[src/rtl/mc_control.sv]
// Multicycle LEGv8 control unit: Moore sequencer for the shared-datapath core,
// with a memory-ready stall handshake and a retired-instruction counter.
module mc_control #(
    parameter int INSTRET_W = 32
) (
    input  logic                 clk,
    input  logic                 reset,
    input  logic [10:0]          op,
    input  logic                 zero,
    input  logic                 mem_ready,
    output logic                 pcwrite,
    output logic                 pcsrc,
    output logic                 iord,
    output logic                 memread,
    output logic                 memwrite,
    output logic                 irwrite,
    output logic                 reg2loc,
    output logic                 regwrite,
    output logic                 memtoreg,
    output logic                 alusrca,
    output logic [1:0]           alusrcb,
    output logic [1:0]           aluop,
    output logic                 illegal,
    output logic [3:0]           state,
    output logic [INSTRET_W-1:0] instret
);

    typedef enum logic [3:0] {
        S_FETCH   = 4'd0,
        S_DECODE  = 4'd1,
        S_MEMADDR = 4'd2,
        S_MEMRD   = 4'd3,
        S_MEMWB   = 4'd4,
        S_MEMWR   = 4'd5,
        S_EXEC    = 4'd6,
        S_RWB     = 4'd7,
        S_CBZ     = 4'd8,
        S_BRANCH  = 4'd9
    } state_t;

    state_t                 r_state;
    state_t                 w_next;
    logic                   w_retire;
    logic [INSTRET_W-1:0]   r_instret;

    logic w_is_ldur;
    logic w_is_stur;
    logic w_is_cbz;
    logic w_is_b;
    logic w_is_rtype;
    logic w_r2l;

    assign w_is_ldur  = (op == 11'b11111000010);
    assign w_is_stur  = (op == 11'b11111000000);
    assign w_is_cbz   = (op[10:3] == 8'b10110100);
    assign w_is_b     = (op[10:5] == 6'b000101);
    assign w_is_rtype = (op == 11'b10001011000) || (op == 11'b11001011000) ||
                        (op == 11'b10001010000) || (op == 11'b10101010000);
    assign w_r2l      = w_is_stur || w_is_cbz;

    // Next-state and retirement: retiring is exactly a completed return to FETCH
    always_comb begin
        w_next   = S_FETCH;
        w_retire = 1'b0;
        case (r_state)
            S_FETCH:   w_next = mem_ready ? S_DECODE : S_FETCH;
            S_DECODE: begin
                if (w_is_ldur || w_is_stur) w_next = S_MEMADDR;
                else if (w_is_rtype)        w_next = S_EXEC;
                else if (w_is_cbz)          w_next = S_CBZ;
                else if (w_is_b)            w_next = S_BRANCH;
                else                        w_next = S_FETCH;
            end
            S_MEMADDR: begin
                if (w_is_ldur)      w_next = S_MEMRD;
                else if (w_is_stur) w_next = S_MEMWR;
                else                w_next = S_FETCH;
            end
            S_MEMRD:   w_next = mem_ready ? S_MEMWB : S_MEMRD;
            S_MEMWB: begin
                w_next   = S_FETCH;
                w_retire = 1'b1;
            end
            S_MEMWR: begin
                w_next   = mem_ready ? S_FETCH : S_MEMWR;
                w_retire = mem_ready;
            end
            S_EXEC:    w_next = S_RWB;
            S_RWB: begin
                w_next   = S_FETCH;
                w_retire = 1'b1;
            end
            S_CBZ: begin
                w_next   = S_FETCH;
                w_retire = 1'b1;
            end
            S_BRANCH: begin
                w_next   = S_FETCH;
                w_retire = 1'b1;
            end
            default:   w_next = S_FETCH;
        endcase
    end

    always_ff @(posedge clk) begin
        if (reset) begin
            r_state   <= S_FETCH;
            r_instret <= '0;
        end else begin
            r_state <= w_next;
            if (w_retire)
                r_instret <= r_instret + {{(INSTRET_W-1){1'b0}}, 1'b1};
        end
    end

    // Moore outputs; the reset gate keeps every strobe low during a reset cycle
    always_comb begin
        pcwrite  = 1'b0;
        pcsrc    = 1'b0;
        iord     = 1'b0;
        memread  = 1'b0;
        memwrite = 1'b0;
        irwrite  = 1'b0;
        reg2loc  = 1'b0;
        regwrite = 1'b0;
        memtoreg = 1'b0;
        alusrca  = 1'b0;
        alusrcb  = 2'b00;
        aluop    = 2'b00;
        illegal  = 1'b0;
        if (!reset) begin
            case (r_state)
                S_FETCH: begin
                    memread = 1'b1;
                    alusrcb = 2'b01;
                    if (mem_ready) begin
                        irwrite = 1'b1;
                        pcwrite = 1'b1;
                    end
                end
                S_DECODE: begin
                    reg2loc = w_r2l;
                    alusrcb = 2'b11;
                    illegal = !(w_is_ldur || w_is_stur || w_is_rtype || w_is_cbz || w_is_b);
                end
                S_MEMADDR: begin
                    reg2loc = w_r2l;
                    alusrca = 1'b1;
                    alusrcb = 2'b10;
                end
                S_MEMRD: begin
                    reg2loc = w_r2l;
                    memread = 1'b1;
                    iord    = 1'b1;
                end
                S_MEMWB: begin
                    reg2loc  = w_r2l;
                    regwrite = 1'b1;
                    memtoreg = 1'b1;
                end
                S_MEMWR: begin
                    reg2loc  = w_r2l;
                    memwrite = 1'b1;
                    iord     = 1'b1;
                end
                S_EXEC: begin
                    reg2loc = w_r2l;
                    alusrca = 1'b1;
                    aluop   = 2'b10;
                end
                S_RWB: begin
                    reg2loc  = w_r2l;
                    regwrite = 1'b1;
                end
                S_CBZ: begin
                    reg2loc = w_r2l;
                    alusrca = 1'b1;
                    aluop   = 2'b01;
                    pcsrc   = 1'b1;
                    pcwrite = zero;
                end
                S_BRANCH: begin
                    reg2loc = w_r2l;
                    pcwrite = 1'b1;
                    pcsrc   = 1'b1;
                end
                default: ;
            endcase
        end
    end

    assign state   = reset ? 4'd0 : r_state;
    assign instret = reset ? '0 : r_instret;

endmodule

[config.mk]
export PLATFORM = sky130hd
export DESIGN_NAME = mc_control
export DESIGN_NICKNAME = d
export VERILOG_FILES = /design/src/rtl/mc_control.sv
export SDC_FILE = /design/constraint.sdc
export NUM_CORES = 1
export LEC_CHECK = 0
export CORE_UTILIZATION = 30
export DETAILED_ROUTE_END_ITERATION = 7
export PLACE_DENSITY = 0.55
export SLEW_MARGIN = 30
export SYNTH_ARGS = -nofsm -noshare
export SYNTH_HDL_FRONTEND = slang
export SYNTH_SLANG_ARGS = --single-unit
[constraint.sdc]
create_clock -name clk -period 1.77 [get_ports clk]
set_clock_uncertainty 0.1 [all_clocks]
set_input_delay 0.177 -clock clk [delete_from_list [all_inputs] [get_ports clk]]
set_output_delay 0.177 -clock clk [all_outputs]
set_load 0.01 [all_outputs]
After elaboration in Yosys (flattened, before gate mapping)
Index checks and enable logic that the tools add are counted.

word-level totals
  register bits after elaboration = 36

operators by class
  $add $sub $neg = 1
  equal/unequal tests = 17
  mux-type cells = 40
  reduce and logical (&&, ||, !) cells = 17

operator list
  kind                                                             count
  11-bit == test, second input constant                            6
  32-bit by 1-bit adder with 32-bit output, second input constant  1
  32-bit 2-to-1 mux                                                1
  4-bit one-hot mux with 6 select lines                            1
  1-bit 2-to-1 mux                                                 23
  4-bit 2-to-1 mux                                                 5
  4-bit by 3-bit == test with 1-bit output, second input constant  4
  3-bit 2-to-1 mux                                                 4
  9-bit OR reduction                                               1
  4-bit by 2-bit == test with 1-bit output, second input constant  2
  4-bit == test, second input constant                             2
  8-bit == test, second input constant                             1
  1-bit logical OR                                                 8
  2-bit OR reduction                                               4
  6-bit by 3-bit == test with 1-bit output, second input constant  1
  2-bit one-hot mux with 3 select lines                            1
  4-bit by 1-bit == test with 1-bit output, second input constant  1
  4-bit logical NOT                                                1
  2-bit 2-to-1 mux                                                 2
  2-bit one-hot mux with 2 select lines                            1
  4-bit OR reduction                                               1
  1-bit one-hot mux with 3 select lines                            1
  3-bit OR reduction                                               1
  1-bit one-hot mux with 2 select lines                            1
  1-bit logical NOT                                                1

Longest topological paths before layout
Gate-level depths: netlist of the first run.

  word-level depth = 10
  gate-level depth with buffers = 7
  gate-level depth less buffers = 5

Least setup slack after synthesis of the first run
No wires, ideal clock.

  kind = register -> output
  from = reg r_state[3]
  to = out illegal
  arrival time = 1783 ps
  required time = 1493 ps
  path slack = -290 ps
  cell stages (with the launch flop) = 5
  path buffers = 1
  cells stage by stage = dfxtp_1 clkbuf_1 or3_1 or4b_2 nor2_1

on the way
  cells in the longest elaborated chain, start to end = 3

RTL lines
  item                                      RTL line  source
  from (decl)                               41        state_t r_state;
  from (signal assigned)                    110       r_state <= w_next;
  4-bit by 1-bit == test with 1-bit output  132       case (r_state)
  1-bit 2-to-1 mux                          132
  1-bit 2-to-1 mux                          131       if (!reset) begin
  to (decl)                                 23        output logic illegal,

Every way passes these cells.

Final worst setup path of the first run
Ends and elaborated chain as after synthesis.

==> results of run 1 <==
[area by class of cell]
type	count	area, µm²	area share [%]
multi-input cells	240	1760	42.8
inverters	10	37.5	0.911
repair buffers	150	1320	32.0
flip-flops and latches	36	756	18.3
clock buffers	8	121	2.95
well taps	99	124	3.01
[state kept, by name, summed over array words and instances (netlist names)]
signal / count
r_instret: 32
r_state: 4
[repair_timing]
action / CTS / global route
setup buffers: 14 / 8
cloned: 1 / 2
gates resized for setup: 100 / 64
pin swaps: 32 / 16
hold endpoints to repair: 0 / 0
endpoints found under the setup margin: 67 / 69
[how the worst max path moves through the flow]
stage	to	slack, ps	depth (start not counted)
floorplan	r_instret[24]$_SDFFE_PP0P_	-140	6
global placement	reg2loc	-630	6
detailed placement	illegal	-690	7
CTS	illegal	-240	4
global route	illegal	-270	4
finish	illegal	-230	4
[power groups by stage]
stage	registers, mW	clock network [mW]	logic [mW]
final	0.808	0.753	0.181
after global routing	0.808	0.805	0.196
after CTS	0.810	0.773	0.175
after detailed placement	0.830	0	0.170
after global placement	0.830	0	0.170
after floorplan	0.830	0	0.0752
[critical path, stage by stage (launching register included)]
cell and delay, ps:
dfxtp_2 320, or3_4 370, or4b_4 550, nor2_4 100, buf_6 100
[routing by layer]
layer	vias up	part of all wire [%]	GRT usage (%)
met2	58	48	29.9
met5	-	0	0
li1	1348	-	-
met3	12	3.2	3.60
met4	0	1.5	4.18
met1	1243	47	24.4
[cell usage in the layout (no fill, tap or decap), types with 4 or more instances in the layout]
cell and count:
xnor2_1 16, nand4_1 9, buf_2 12, or4_1 5, dfxtp_1 16, o21ai_0 5, nor2_1 37, clkdlybuf4s50_1 24
buf_6 11, nor3_1 9, or4_4 5, dlymetal6s2s_1 12, o31ai_1 8, nand3_1 4, nor2b_1 33, nand2_1 19
buf_4 70, a21oi_2 5, dfxtp_4 4, dfxtp_2 16, clkbuf_8 7, a21oi_1 12, inv_1 10, dlygate4sd2_1 13
[stage by stage]
| stage | setup slack, ps | total power [mW] | instances | instance area [µm²] |
|---|---|---|---|---|
| floorplan | -136 | 0.905 | 303 | 2380 |
| global placement | -631 | 1.00 | 512 | 3540 |
| detailed placement | -690 | 1.00 | 512 | 3540 |
| CTS | -237 | 1.76 | 534 | 3890 |
| global route | -268 | 1.81 | 543 | 4120 |
| finish | -228 | 1.74 | 543 | 4120 |
[logic make-up after synthesis]
family | Yosys count | synth area share [%]
AOI/OAI and AO/OA | 41 | 11.3
xor gates and xnor gates | 19 | 7.24
adders and majority gates | 1 | 0.544
buffers and inverters | 28 | 5.11
DFF | 36 | 31.3
muxes | 4 | 1.80
and+or+nand+nor | 174 | 42.7
==> out/results.tsv, run 1 <==
metric	value	unit
status	complete, but fails checks	
violations	setup timing	
ys_seq_area_share	31.3	%
n_fill_cell	668	
worstPathMaxFanout	2	
worstHoldStart	reset	
p_sw_share	23.3	%
gp_congestion	0.878	
finalWorstSetupSlack	-228	ps
wirelength	7360	µm
io_buffers	65	
p_int	1.34	mW
pwr-share-seq	46.4	%
grt_max_degree	38	
place_hpwl	4960	µm
viasPerCell	4.90	
insertion_delay	290	ps
cts.sinks	36	
syn-num-nets	319	
drv_slew	0	
fp-row-count	31	
p_leak	1.84	nW
post-synth-top-area-cell	dfxtp_1	
nets	459	
min_delay_path_depth	4	
start_kind	register	
grt_antenna_before_repair	0	
coreArea	0.00733	mm²
p_switching	0.406	mW
synthesis.area	0.00230	mm²
endpoint_kind	primary output	
drc_errors	0	
clockPowerShare	43.2	%
maxCapViolCount	0	
worstSetupStartpoint	r_state[3]$_SDFF_PP0_	
post-route-min-period	2000	ps
dieArea	0.00802	mm²
min_path_type	in -> reg	
avgRoutedWirePerCell	13.6	µm
synthTopCellsByArea	dfxtp_1 31%, nor2b_1 10%, nor2_1 6.7%	
hold_viol	0	
ctsHoldBuffers	0	
post_route_cells_drive_above_1_share	41.7	%
ff2ff_path_depth	7	
ant_nets	0	
clockBufferDepth	2	
die_h	89.6	µm
synth_common_cells	41 x nor2_1, 37 x nor2b_1, 36 x dfxtp_1, 21 x nand2_1, 17 x a21oi_1	
grt_pass1_vias	2458	
synthToLayoutAreaGrowth	79.2	%
rsz0062_at_grt	true	
die_w	89.6	µm
cts_tree	built	
synth_top_area_share	31.3	%
first_pass_iters	4	
holdPathEnd	r_state[3]$_SDFF_PP0_	
yosys_register_bits	36	
cp_data_arrival_time	1720	ps
synth-main-ff-cell	dfxtp_1	
synth_async_sr_flop_share	0	%
cts_buffers	5	
num_antenna_cells	0	
max-slew-margin-rel	77.0	%
critical_path_class	reg -> out	
final.setup.tns	-2230	ps
timing.rr.end	r_instret[22]$_SDFFE_PP0P_	
synth_most_common_cell	nor2_1	
synth-edff-count	0	
grt_usage	18.1	%
ys_warn_count	0	
setup_violations	28	
boundaryPins	66	
fin_crit_sh	113	%
hold_slack	255	ps
fin_util	56.2	%
grt_pass1_wl	11400	µm
combinationalPowerShare	10.4	%
clkTransAtPathRegs	70	ps
grt-ovfl-total	0	
syn_inst	303	
worst_slew_pin_slew	342	ps
power.density	423	mW/mm²
vias	2661	
start_util	31.4	%
htreeDepth	2	
drtIter0Drc	65	
ys_types	45	
max_freq	501	MHz
r2r-start	r_state[2]$_SDFF_PP0_	
rrSetupSlack	-190	ps
syn_area_per_cell	7.59	µm²
clockRootBuffer	clkbuf_8	
required	1490	ps
ir_worst_vdd	0.000317	V
Power figures use the tool's default switching activity.
==> inputs of run 2 (changes only) <==
Settings changed: CORE_ASPECT_RATIO from default to 0.6.
==> run 2 against run 1 <==
- the flow still finishes with violations (setup timing)
- global-route usage is 1.7 points higher
- largest power group is now clock
- largest cell class unchanged
- highest routed layer unchanged
- via count is 3.4% higher
- non-clock buffer count is 3 higher
- sequential power is 0.5% higher
- core utilization is 2.4 points higher
- cell area is 4.3% higher
- clock power is 16% higher
- register-to-register slack hardly changed
- first-iteration DRC count is 23% higher
- worst setup slack better by 5.3 ps
- worst hold slack better by 18 ps
==> out/results.tsv, run 2 (synthesis gave the netlist of run 1 again) <==
metric	value	unit
status	complete, but fails checks	
violations	setup timing	
required	1490	ps
power.density	437	mW/mm²
endpoint_kind	primary output	
ctsHoldBuffers	0	
drtIter0Drc	80	
wirelength	8110	µm
finalWorstSetupSlack	-222	ps
cts_tree	built	
critical_path_class	reg -> out	
cp_data_arrival_time	1720	ps
start_util	31.4	%
die_w	115	µm
pwr-share-seq	43.2	%
p_sw_share	22.0	%
place_hpwl	5230	µm
final_cell_mix	70 x buf_4, 37 x nor2_1, 33 x nor2b_1	
post-route-min-period	1990	ps
worstPathMaxFanout	2	
final_common_cell	buf_4	
fin_crit_sh	113	%
ff2ff_path_depth	7	
drv_slew	0	
post_route_cells_drive_above_1_share	45.1	%
synthToLayoutAreaGrowth	86.8	%
viasPerCell	4.99	
ant_nets	0	
min_path_type	in -> reg	
max_freq	502	MHz
grt_antenna_before_repair	0	
hold_viol	0	
top_regs	r_instret (32), r_state (4)	
dieArea	0.00803	mm²
num_antenna_cells	0	
rrSetupSlack	-190	ps
dpl.cell_count	521	
setup_violations	36	
grt_usage	19.9	%
rsz0062_at_grt	true	
final_cells	552	
min_delay_path_depth	4	
combinationalPowerShare	10.4	%
grt_pass1_vias	2593	
htreeDepth	2	
n_fill_cell	689	
worst_slew_pin_slew	296	ps
clockPowerShare	46.4	%
grt_pass1_wl	12700	µm
drc_errors	0	
vias	2752	
p_switching	0.412	mW
top_register	r_instret	
start_kind	register	
coreArea	0.00733	mm²
clkTransAtPathRegs	50	ps
p_int	1.47	mW
fin_util	58.6	%
nets	463	
ir_worst_vdd	0.000483	V
max-slew-margin-rel	80.1	%
maxCapViolCount	0	
io_buffers	65	
grt_max_degree	38	
boundaryPins	66	
cts.sinks	36	
grt-ovfl-total	0	
insertion_delay	270	ps
clockBufferDepth	2	
largest_register_ff_count	32	
cts_buffers	5	
fp-row-count	24	
avgRoutedWirePerCell	14.7	µm
first_pass_iters	4	
clockRootBuffer	clkbuf_16	
die_h	69.8	µm
p_leak	1.84	nW
gp_congestion	0.868	
-- run 2: layout make-up --
| cell class | count | area (µm²) | share of cell area, % |
|---|---|---|---|
| Sequential cell | 36 | 749 | 17.4 |
| Inverter | 10 | 37.5 | 0.874 |
| Multi-Input combinational cell | 241 | 1880 | 43.7 |
| Tap cell | 104 | 130 | 3.03 |
| Timing Repair Buffer | 153 | 1360 | 31.5 |
| Clock buffer | 8 | 146 | 3.41 |
-- run 2: final timing paths --
path / startpoint / to
min: reset / r_state[3]$_SDFF_PP0_
min reg2reg: r_instret[27]$_SDFFE_PP0P_ / r_instret[27]$_SDFFE_PP0P_
max: r_state[2]$_SDFF_PP0_ / illegal
max reg2reg: r_state[2]$_SDFF_PP0_ / r_instret[31]$_SDFFE_PP0P_
-- run 2: stage by stage --
stage | power (mW) | hold slack (ps) | cell area (µm²) | setup slack [ps] | TNS (ps)
4_1_cts | 1.89 | 267 | 4000 | -230 | -3850
2_1_floorplan | 0.905 | 320 | 2380 | -136 | -194
3_5_place_dp | 1.00 | 371 | 3570 | -739 | -16570
6_report | 1.88 | 273 | 4300 | -222 | -3240
5_1_grt | 1.95 | 275 | 4300 | -260 | -5590
3_3_place_gp | 1.00 | 363 | 3570 | -672 | -15050
-- run 2: timing repair --
item / CTS / global route
gates cloned: 3 / 0
gates resized for setup: 101 / 74
setup buffers: 10 / 12
endpoints found under the setup margin: 69 / 61
pin swaps: 18 / 40
-- run 2: metal layers --
metal / GRT usage [%] / wire (µm)
met3: 3.93 / 433
met5: 0 / 0
met2: 29.8 / 3630
met4: 4.04 / 60
met1: 29.2 / 3980
-- run 2: power groups by stage --
stage               Clock [mW]  Combinational, mW  Sequential, mW
detailed placement           0              0.173           0.829
global route             0.924              0.210           0.811
global placement             0              0.172           0.829
CTS                      0.892              0.184           0.812
floorplan                    0             0.0752           0.830
finish                   0.871              0.195           0.812
-- run 2: worst max-delay path: stages (launching register included) --
cell and delay [ps]:
dfxtp_4 340, or3_4 360, or4b_4 540, nor2_4 90, buf_6 100
==> inputs of run 3 (changes only) <==
Settings changed: CTS_CLUSTER_DIAMETER from default to 80.
==> results of run 3 <==
The final DEF is identical to that of run 2; final timing and power are the same.
==> edit 1, RTL diff (flow settings as in run 3) <==
The parameter `INSTRET_W` goes from 32 to 48.
--- a/src/rtl/mc_control.sv
+++ b/src/rtl/mc_control.sv
@@ -2,5 +2,5 @@
 // with a memory-ready stall handshake and a retired-instruction counter.
 module mc_control #(
-    parameter int INSTRET_W = 32
+    parameter int INSTRET_W = 48
 ) (
     input  logic                 clk,
Ports: changed (resized instret); port bits go from 66 to 82. No check against the original RTL was run, so the function may have changed too.
==> edit 1 against run 3 <==
  * The flow still finishes with violations (negative setup slack)
  * Wire length is 35% higher
  * Sequential cell count is 16 higher
  * Synthesized cell count is 36% higher
  * Design area is 38% higher
  * Combinational power is 13% higher
  * Worst hold slack better by 0.042 ns
  * Power is 29% higher
  * Non-clock buffer count is 74 higher
  * Critical path depth is 1 higher
  * Cell count is 37% higher
  * Global-route usage is 0.53 points lower
  * Synthesized area is 38% higher
  * Largest power group is now registers
  * Setup slack worse by 0.22 ns
  * Maximum frequency is 10% lower
==> edit 1: results (changes against run 3) <==
Worst Path Max Fanout 8 (+6); adder-cell share of the synthesized area 0.00394 (-0.00150); largest registers r_instret (48), r_state (4); pre-CTS setup slack -0.760 ns (-0.0209 ns); post-DR vias/cell 4.93 (-1.2%); Post-layout nets 637 (+38%); Fillers 891 (+29%); Synth area leaders dfxtp_1 33%, nor2b_1 9.7%, nor2_1 5.8%; synth unique cells 48 (+6.7%); final setup margin -0.443 ns (-0.220 ns); arrival time at the worst endpoint 2.35 ns (+0.63 ns); failing checks negative setup slack; Worst Tran Pin Value 0.366 ns (+0.0705 ns); post-synth net total 427 (+34%); GRT Total Usage 0.193 (-0.00528); status finished with violations; DR WL/cell 14.4 um (-1.7%); port buffer count 81 (+25%); vias in the first global route 3,308 (+28%); clock latency on the worst-skew pair 0.30 ns (+0.03 ns); Setup-failing EPs final 53 (+47%); pin count of the biggest net entering global routing 58 (+53%); Seq/Total Area, Yosys 0.328 (+0.0144); layout cells sized above 1 0.400 (-0.0506); Synth top cells by count 52 x dfxtp_1, 49 x nor2_1, 49 x nor2b_1, 30 x nand2_1; routability cong. 0.824 (-5.0%); post-synthesis mux area share 0.0311 (+0.0132); Area after DPL 0.00502 mm2 (+41%); worst ir drop on vdd 0.000336 V (-31%)
==> edit 1: cells by family (layout without fill, tap and decap cells) <==
family | after synthesis | in the layout
AND/OR/NAND/NOR | 240 | 240
AO/OA/AOI/OAI | 56 | 56
flip-flops | 52 | 52
buffers and inverters | 30 | 241
XOR/XNOR | 23 | 23
multiplexers | 9 | 9
adder cells (fa/ha/maj) | 1 | 1
==> edit 1: final cells by class <==
class | count | area [um2] | area share
inverter | 6 | 25.0 | 0.00422
multi-input combinational | 329 | 2510 | 0.423
clock inverter | 1 | 7.51 | 0.00126
timing repair buffer | 227 | 2020 | 0.340
tap | 135 | 169 | 0.0285
clock buffer | 7 | 143 | 0.0240
sequential | 52 | 1060 | 0.179
==> edit 1: timing repair <==
item,in CTS,in global routing
endpoints found under the setup margin,70,89
gates resized for setup,136,79
cloned,0,1
hold buffers,0,0
pin swaps,16,37
setup buffers,11,22
==> edit 1: stage by stage <==
stage                     setup TNS [ns]  power (mW)  utilization  std cells  hold slack [ns]
final                             -12.98        2.43        0.590        757            0.315
after CTS                         -12.48        2.41        0.549        737            0.278
after floorplan                    -9.22        1.27            -        411            0.194
after global routing              -17.16        2.51        0.590        757            0.334
after global placement            -24.87        1.38        0.499        718            0.365
after detailed placement          -26.36        1.38        0.499        718            0.402
==> edit 1: power groups by stage <==
stage	registers, mW	clock network (mW)	logic [mW]
final	1.17	1.04	0.220
after global routing	1.17	1.11	0.236
after CTS	1.17	1.05	0.197
after detailed placement	1.20	0	0.186
after global placement	1.20	0	0.184
after floorplan	1.20	0	0.0729
==> edit 1: critical path, stage by stage (launching register included) <==
cell     delay (ns)
dfxtp_2        0.34
nor2b_4        0.13
o41a_4         0.46
or4_4          0.49
or4b_1         0.49
a21oi_1        0.13
==> edit 1: worst paths after layout <==
kind | start | to | slack [ns] | cells past startpoint
setup / recovery | r_state[1] | r_instret[42] | -0.44 | 5
hold reg to reg | r_instret[46] | r_instret[46] | 0.41 | 2
setup reg to reg | r_state[1] | r_instret[42] | -0.44 | 5
hold / removal | reset | r_state[3] | 0.32 | 5
==> edit 1: layer usage <==
metal	GRT usage	wire (um)
met3	0.0358	495
met1	0.293	5760
met4	0.0449	94
met2	0.277	4580
met5	0	0
==> edit 2, RTL diff (config.mk and constraints of run 3) <==
Without the edit above. Make the reset (`reset`) asynchronous in one clocked block.
--- a/src/rtl/mc_control.sv
+++ b/src/rtl/mc_control.sv
@@ -103,5 +103,5 @@
     end
 
-    always_ff @(posedge clk) begin
+    always_ff @(posedge clk or posedge reset) begin
         if (reset) begin
             r_state   <= S_FETCH;
Behaviour: same outputs for any inputs over 10 cycles, from zero or initial values and one cycle with reset high; that may be too few to reach the edited logic, so the function may still have changed.
==> edit 2 against run 3 <==
  * The flow still finishes with violations (negative setup slack)
  * Sequential cell count unchanged
  * Maximum frequency up 3.5%
  * Synthesized area grew 0.92%
  * Combinational power increased by 46%
  * Power increased by 8.1%
  * Wire length shrank 17%
  * Design area fell by 6.6%
  * Global-route usage down 2.4 points
  * Setup slack improved by 0.068 ns
  * Sequential power is 5.9% higher
  * Critical endpoint is now r_instret[24]
  * Largest power group unchanged
==> edit 2: results (changes against run 3) <==
status finished with violations; failing checks negative setup slack; routability cong. 0.762 (-12%); WL met3 378 um (-13%); first-pass GRT wire length 11,000 um (-13%); Setup crit start r_state[2]; highest metal used met4; Setup-failing EPs final 23 (-36%); Post-synth ARST share 1.00 (+1.00); worst ir drop on vdd 0.000365 V (-25%); syn avg cell area 8.86 um2 (+17%); cell count of the worst reg-to-reg path 7 (unchanged); setup TNS -1.76 ns (+1.49 ns); pre-CTS setup slack -0.525 ns (+0.215 ns); arrival time at the worst endpoint 2.02 ns (+0.30 ns); DR vias 2,317 (-16%); Clock Path Buffers 2 (unchanged); clock latency on the worst-skew pair 0.28 ns; final setup margin -0.154 ns (+0.0682 ns); Post-layout nets 413 (-11%); DPL Wire Length 4870 um (-6.9%); Worst Tran Pin Value 0.481 ns (+0.185 ns); met2 WL post-DR 2810 um (-22%); Placed Instances 480 (-7.9%); largest registers r_instret (32), r_state (4); pin count of the biggest net entering global routing 37 (-2.6%); Lkg Pwr 2.05 nW (+12%); GRT Total Usage 0.175 (-0.0239); layout cells sized above 1 0.382 (-0.0690); Hold Crit Class reg2reg; final instance area 0.00402 mm2 (-6.6%); port buffer count 65 (unchanged); Area after DPL 0.00356 mm2 (about the same); Worst Setup EP r_instret[24]; WL met1 3470 um (-13%); final WL 6740 um (-17%); Yosys warnings 0 (unchanged); initial DRC count 111 (+39%); synth unique cells 40 (-11%); DR WL/cell 13.4 um (-8.6%); Fillers 700 (+1.6%); Synth area leaders dfrtp_1 39%, nor2b_1 8.6%, xor2_1 6.8%; vias in the first global route 2,261 (-13%); Synth top cells by count 36 x dfrtp_1, 35 x nor2_1, 32 x nor2b_1, 26 x nand2_1, 18 x xor2_1; Worst Path Max Fanout 6 (+4); Seq/Total Area, Yosys 0.388 (+0.0748); post-synth net total 278 (-13%)
==> edit 2: timing repair <==
| action | CTS | global route |
|---|---|---|
| setup buffers | 9 | 8 |
| hold buffers | 0 | 0 |
| setup endpoints to repair | 74 | 61 |
| resized for setup | 119 | 44 |
| pin swaps | 26 | 15 |
==> edit 2: worst min path at each step <==
| stage | start | to | slack, ns | cells past startpoint |
|---|---|---|---|---|
| finish | r_instret[31] | r_instret[31] | 0.35 | 1 |
| global route | r_instret[31] | r_instret[31] | 0.38 | 1 |
| CTS | r_instret[31] | r_instret[31] | 0.36 | 1 |
| detailed placement | r_instret[31] | r_instret[31] | 0.36 | 1 |
| global placement | r_instret[31] | r_instret[31] | 0.35 | 1 |
| floorplan | op[1] | r_state[1] | 0.20 | 2 |
==> edit 2: report_power, final <==
group	switching (mW)	internal, mW
logic	0.142	0.142
registers	0.0190	0.841
clock network	0.327	0.560
==> edit 2: critical path, cell delays in order, from the launching register on <==
cell,delay (ns)
dfrtp_1,0.40
or3b_4,0.44
o41ai_4,0.07
buf_4,0.17
nand4_4,0.14
buf_8,0.19
nor4_4,0.15
xor2_1,0.18
==> edit 2: layout make-up <==
class,instances,share of cell area
flip-flops and latches,36,0.225
clock buffers,7,0.0355
well taps,104,0.0324
clock inverters,1,0.00187
inverters,8,0.00841
repair buffers,139,0.285
multi-input cells,207,0.411
==> edit 2: cells by family after synthesis <==
family	share of synthesized area
and+or+nand+nor	0.384
DFF	0.388
xor gates and xnor gates	0.121
buffers and inverters	0.0372
AOI/OAI and AO/OA	0.0561
muxes	0.00863
adders and majority gates	0.00539
==> edit 2: routing by layer <==
layer,vias up,track usage
met5,-,0
met4,0,0.0433
met3,9,0.0339
met2,65,0.248
met1,1091,0.267
li1,1152,-
